==> src/rtl/apb_pkg.sv <==
// Shared definitions for the APB memory slave: FSM states, transfer direction
// encoding and the wait-state limit that sizes the wait counter.
package apb_pkg;

    typedef enum logic [1:0] {
        ST_IDLE,
        ST_SETUP,
        ST_WAIT,
        ST_DONE
    } apb_state_e;

    localparam logic APB_READ  = 1'b0;
    localparam logic APB_WRITE = 1'b1;

    localparam int WAIT_STATES_MAX = 15;
    localparam int WAIT_CNT_W      = $clog2(WAIT_STATES_MAX + 1);

endpackage

==> src/rtl/apb_mem_array.sv <==
// Word-organised storage with per-byte write enables and a registered read
// port. The read register is cleared by reset or by an explicit clear so the
// front-end can return zero for rejected reads. Storage itself is never reset.
module apb_mem_array #(
    parameter int DATA_WIDTH = 32,
    parameter int DEPTH      = 64
) (
    input  logic                       clk,
    input  logic                       rst,
    input  logic                       we,
    input  logic                       re,
    input  logic                       rclr,
    input  logic [$clog2(DEPTH)-1:0]   idx,
    input  logic [DATA_WIDTH/8-1:0]    wstrb,
    input  logic [DATA_WIDTH-1:0]      wdata,
    output logic [DATA_WIDTH-1:0]      rdata
);

    localparam int BYTES = DATA_WIDTH / 8;

    logic [BYTES-1:0][7:0] mem [DEPTH];

    // byte-lane writes; lanes with a clear strobe keep their old contents
    always_ff @(posedge clk) begin
        if (we) begin
            for (int b = 0; b < BYTES; b++) begin
                if (wstrb[b]) begin
                    mem[idx][b] <= wdata[b*8 +: 8];
                end
            end
        end
    end

    // registered read; holds its value until the next read, clear or reset
    always_ff @(posedge clk) begin
        if (rst || rclr) begin
            rdata <= '0;
        end else if (re) begin
            rdata <= mem[idx];
        end
    end

endmodule

==> src/rtl/apb_mem_slave.sv <==
// APB memory slave: transfer FSM, wait-state counter and address/error decode
// in front of apb_mem_array. The request is captured at the setup edge and
// held for the whole transfer; the memory commit and read happen on the edge
// that enters DONE, so PREADY, PSLVERR and PRDATA all appear together.
module apb_mem_slave
    import apb_pkg::*;
#(
    parameter int ADDR_WIDTH  = 32,
    parameter int DATA_WIDTH  = 32,
    parameter int DEPTH       = 64,
    parameter int WAIT_STATES = 0
) (
    input  logic                      PCLK,
    input  logic                      PRESET,
    input  logic                      PSEL,
    input  logic                      PENABLE,
    input  logic                      READ_WRITE,
    input  logic [ADDR_WIDTH-1:0]     PADDR,
    input  logic [DATA_WIDTH-1:0]     PWDATA,
    input  logic [DATA_WIDTH/8-1:0]   PSTRB,
    output logic [DATA_WIDTH-1:0]     PRDATA,
    output logic                      PREADY,
    output logic                      PSLVERR
);

    localparam int          BYTES     = DATA_WIDTH / 8;
    localparam int          BOFF      = $clog2(BYTES);
    localparam int          IDX_W     = $clog2(DEPTH);
    localparam logic [63:0] MEM_BYTES = 64'(DEPTH * BYTES);

    apb_state_e              state, state_nxt;
    logic [WAIT_CNT_W-1:0]   cnt, cnt_nxt;
    logic                    latch;
    logic                    setup_req;
    logic                    enter_done;

    logic [ADDR_WIDTH-1:0]   addr_q;
    logic                    wr_q;
    logic [DATA_WIDTH-1:0]   wdata_q;
    logic [BYTES-1:0]        strb_q;

    logic                    err;
    logic                    mem_we, mem_re, mem_rclr;

    assign setup_req  = PSEL && !PENABLE;
    assign enter_done = (state_nxt == ST_DONE);

    // out of range or not word aligned; decoded from the held request only
    assign err = ((addr_q & ADDR_WIDTH'(BYTES - 1)) != '0) ||
                 (64'(addr_q) >= MEM_BYTES);

    // next-state and counter: setup edge loads the counter, WAIT counts down,
    // losing PSEL (or PENABLE during WAIT) abandons the transfer
    always_comb begin
        state_nxt = state;
        cnt_nxt   = cnt;
        latch     = 1'b0;
        unique case (state)
            ST_IDLE: begin
                if (setup_req) begin
                    state_nxt = ST_SETUP;
                    cnt_nxt   = WAIT_CNT_W'(WAIT_STATES);
                    latch     = 1'b1;
                end
            end
            ST_SETUP: begin
                if (!PSEL) begin
                    state_nxt = ST_IDLE;
                    cnt_nxt   = '0;
                end else if (cnt == '0) begin
                    state_nxt = ST_DONE;
                end else begin
                    state_nxt = ST_WAIT;
                end
            end
            ST_WAIT: begin
                if (!PSEL || !PENABLE) begin
                    state_nxt = ST_IDLE;
                    cnt_nxt   = '0;
                end else begin
                    cnt_nxt = cnt - 1'b1;
                    if (cnt == WAIT_CNT_W'(1)) begin
                        state_nxt = ST_DONE;
                    end
                end
            end
            ST_DONE: begin
                if (setup_req) begin
                    state_nxt = ST_SETUP;
                    cnt_nxt   = WAIT_CNT_W'(WAIT_STATES);
                    latch     = 1'b1;
                end else begin
                    state_nxt = ST_IDLE;
                end
            end
        endcase
    end

    // state, counter and registered handshake outputs
    always_ff @(posedge PCLK) begin
        if (PRESET) begin
            state   <= ST_IDLE;
            cnt     <= '0;
            PREADY  <= 1'b0;
            PSLVERR <= 1'b0;
        end else begin
            state   <= state_nxt;
            cnt     <= cnt_nxt;
            PREADY  <= enter_done;
            PSLVERR <= enter_done && err;
        end
    end

    // capture the request at the setup edge; bus changes afterwards are ignored
    always_ff @(posedge PCLK) begin
        if (!PRESET && latch) begin
            addr_q  <= PADDR;
            wr_q    <= READ_WRITE;
            wdata_q <= PWDATA;
            strb_q  <= PSTRB;
        end
    end

    // reset on the commit edge wins, so a cut-off write never lands
    assign mem_we   = !PRESET && enter_done && (wr_q == APB_WRITE) && !err;
    assign mem_re   = !PRESET && enter_done && (wr_q == APB_READ)  && !err;
    assign mem_rclr = !PRESET && enter_done && (wr_q == APB_READ)  &&  err;

    apb_mem_array #(
        .DATA_WIDTH (DATA_WIDTH),
        .DEPTH      (DEPTH)
    ) u_mem (
        .clk   (PCLK),
        .rst   (PRESET),
        .we    (mem_we),
        .re    (mem_re),
        .rclr  (mem_rclr),
        .idx   (addr_q[BOFF +: IDX_W]),
        .wstrb (strb_q),
        .wdata (wdata_q),
        .rdata (PRDATA)
    );

endmodule

==> config.mk <==
export PLATFORM = sky130hd
export DESIGN_NAME = apb_mem_slave
export DESIGN_NICKNAME = d
export VERILOG_FILES = /design/src/rtl/apb_pkg.sv /design/src/rtl/apb_mem_array.sv /design/src/rtl/apb_mem_slave.sv
export SDC_FILE = /design/constraint.sdc
export NUM_CORES = 2
export LEC_CHECK = 0
export ABC_AREA = 1
export CORE_MARGIN = 1
export CORE_UTILIZATION = 30
export DETAILED_ROUTE_END_ITERATION = 8
export GPL_TIMING_DRIVEN = 0
export PLACE_DENSITY = 0.42
export SLEW_MARGIN = 20
export SYNTH_ARGS = -nofsm -noshare
export SYNTH_HDL_FRONTEND = slang
export SYNTH_SLANG_ARGS = --single-unit
==> constraint.sdc <==
create_clock -name PCLK -period 10.6 [get_ports PCLK]
set_clock_uncertainty 0.2 [all_clocks]
set_input_delay 3.18 -clock PCLK [delete_from_list [all_inputs] [get_ports PCLK]]
set_output_delay 3.18 -clock PCLK [all_outputs]
set_load 0.01 [all_outputs]
==> run metrics <==
Power Dens Cells=188 mW/mm^2; Tcrit/Tclk final=68.3%; initial antenna violation count=51; WS Path Type=in -> reg; Worst EP arrival=7.55 ns; Layout area overhead=21.5%; Peak VDD IR=0.153 mV; Starting Density=30.3%; Residual DRC=0; Rel. slew slack=8.53%; crit start category=input pin; Final Hold Fails=0; WP data required=10.92 ns; Max FO, Critical Path=11; crit path launch=PSEL; LEAKAGE=42.4 nW; Max Slew Vio Count=0; DP HPWL=368000 um; largest net degree at the start of global routing=23; Synth Instances=8398; Ports=107; core area=0.298 mm^2; syn_nets=8477; synthesis-stage register bit count=2157; post_cts resized=0; CTS Buf Count=244; Synth Warn #=0; setup violators final=0; Met1 Wirelength=196000 um; CP Capture Type=flop; IO buf count=106; number of global-route vias before repair=65394; worst-margin pin slew=1.37 ns; Distinct cells, synth=27; Vert. Die Dim=550 um; Top Metal Used=met5; Mapped Avg Cell Area=10.7 um^2; antenna-violating nets left=0; pre-CTS setup slack=2.75 ns; Starting DRT DRC Count=11564; hold path start=cnt[3]$_SDFFE_PP0P_; HP Class=reg -> reg; Worst-Skew Late Latency=0.96 ns; ratio of cells with drive above 1 in the final layout=13.5%; status=completed; via count=72047; clk sinks=2157; Die Footprint=0.303 mm^2; Design Area, Final=0.110 mm^2; final setup margin=3.37 ns; Max Clk Rate=0.138 GHz; hold buffer count at cts=0; first-pass GRT wire length=636000 um; Final #Nets=9122; met2 WL=213000 um; Root Buffer=clkbuf_16; post-synthesis sequential area ratio=71.4%; total wire length=497000 um; Post-DP Area=0.101 mm^2; Syn Std Cell Area=0.0901 mm^2; Horiz. Die Dim=550 um; max_cap viols=0; met3 wire len=50900 um; Final Util=36.8%; register clock-pin slew on the reported worst setup and hold paths=0.06 ns; RSZ-0062 raised after global routing=false; # rows=200; Vias per Instance=5.45; first-pass detailed-route iteration total=6; Tmin final=7.23 ns; Placer Congestion=0.983; CTS H-tree lvls=4; GRT Overall Usage=32.2%; # Post-CTS Setup Buffers=0; TritonCTS clock tree=built; final hold slack=0.299 ns; r2r startpoint=addr_q[3]$_DFFE_PP_; GR Overflow Total=0; clk buf depth=4; WL/cell=37.6 um
[Yosys cell counts]
cell | count | area [um^2]
dfxtp_1 | 40 | 801
clkinv_1 | 2 | 7.51
inv_2 | 4 | 15.0
a31oi_1 | 1 | 6.26
nand4_1 | 528 | 3300
nor2_2 | 3 | 18.8
ha_1 | 6 | 75.1
nor4_1 | 1 | 6.26
o211ai_1 | 3 | 22.5
buf_2 | 302 | 1510
nor2_4 | 2 | 22.5
nand3_2 | 4 | 40.0
o21ai_0 | 87 | 435
and2_1 | 1 | 6.26
nor2_1 | 929 | 3490
nand2_1 | 3688 | 13800
nand3b_1 | 1 | 7.51
edfxtp_1 | 2117 | 63600
a21oi_1 | 35 | 175
nand3_1 | 235 | 1180
nor3_1 | 17 | 85.1
buf_4 | 4 | 30.0
buf_1 | 31 | 116
clkbuf_1 | 184 | 691
inv_1 | 171 | 642
and3_1 | 1 | 6.26
nand2_2 | 1 | 6.26
[cells in the final DEF (no fill, tap or decap), drive strengths merged]
master	Yosys	final
nand2	3689	3689
inv	175	181
a31oi	1	1
diode	0	33
clkinvlp	0	8
clkbuf	184	486
nand4	528	528
o211ai	3	3
dfxtp	40	40
clkinv	2	109
clkdlybuf4s50	0	106
edfxtp	2117	2117
and2	1	1
nand3b	1	1
nor4	1	1
buf	337	630
nor2	934	934
and3	1	1
o21ai	87	87
nand3	239	239
ha	6	6
a21oi	35	35
nor3	17	17
bufinv	0	27
[state kept, by name, summed over array words and instances (netlist names)]
| name | flops |
|---|---|
| u_mem.mem | 2048 |
| cnt | 4 |
| state | 2 |
| strb_q | 4 |
| u_mem.rdata | 32 |
| wr_q | 1 |
| PREADY | 1 |
| wdata_q | 32 |
| PSLVERR | 1 |
| addr_q | 32 |
[through the flow]
step                TNS (ns)  power [mW]  std cells
floorplan                  0        10.6       8398
global placement     -249.01        11.9      12443
detailed placement         0        12.0      12736
CTS                        0        20.6      13186
global route               0        21.0      13189
finish                     0        20.6      13219
[path summary, 6_finish.rpt]
check	endpoint	slack, ns	cells past startpoint
setup / recovery	u_mem.mem[63][11]$_DFFE_PP_	3.37	10
hold / removal	cnt[3]$_SDFFE_PP0P_	0.30	2
setup reg to reg	u_mem.mem[32][10]$_DFFE_PP_	5.32	8
hold reg to reg	cnt[3]$_SDFFE_PP0P_	0.30	2
[worst max-delay path, cell delays in order]
cell	delay, ns
clkdlybuf4s50_1	0.57
and3_1	0.27
nand2_1	0.09
nand2_1	0.06
nand2_1	0.06
nor2_1	0.43
buf_4	0.43
nand3_2	0.77
buf_2	0.62
nor2_1	1.02
[metal layers]
metal	up-vias	global-route usage [%]
met2	4835	47.9
met1	36244	42.3
met5	-	0
met4	10	20.5
li1	29851	-
met3	1107	7.25
[cell families (layout without fill, tap and decap cells)]
family | after synthesis | after routing | synth area share [%]
AO/OA/AOI/OAI | 126 | 126 | 0.710
adder cells (fa/ha/maj) | 6 | 6 | 0.0833
buffers and inverters | 698 | 1547 | 3.34
flip-flops | 2157 | 2157 | 71.4
other | 0 | 33 | 0
AND/OR/NAND/NOR | 5411 | 5411 | 24.4
[power by group]
part	total (mW)	internal [mW]	switching (mW)
Sequential	9.52	9.47	0.0547
Clock	8.67	4.92	3.75
Combinational	2.44	0.538	1.91
[layout make-up]
| class | instances | area [um^2] |
|---|---|---|
| Fill cell | 29631 | 188000 |
| Clock inverter | 148 | 1530 |
| Tap cell | 3939 | 4930 |
| Sequential cell | 2157 | 64400 |
| Clock buffer | 302 | 6380 |
| Multi-Input combinational cell | 5543 | 23400 |
| Timing Repair Buffer | 399 | 5710 |
| Inverter | 177 | 664 |
| Antenna cell | 33 | 82.6 |
| Buffer | 521 | 2430 |
Note: power is estimated with default switching activity, not from simulation.
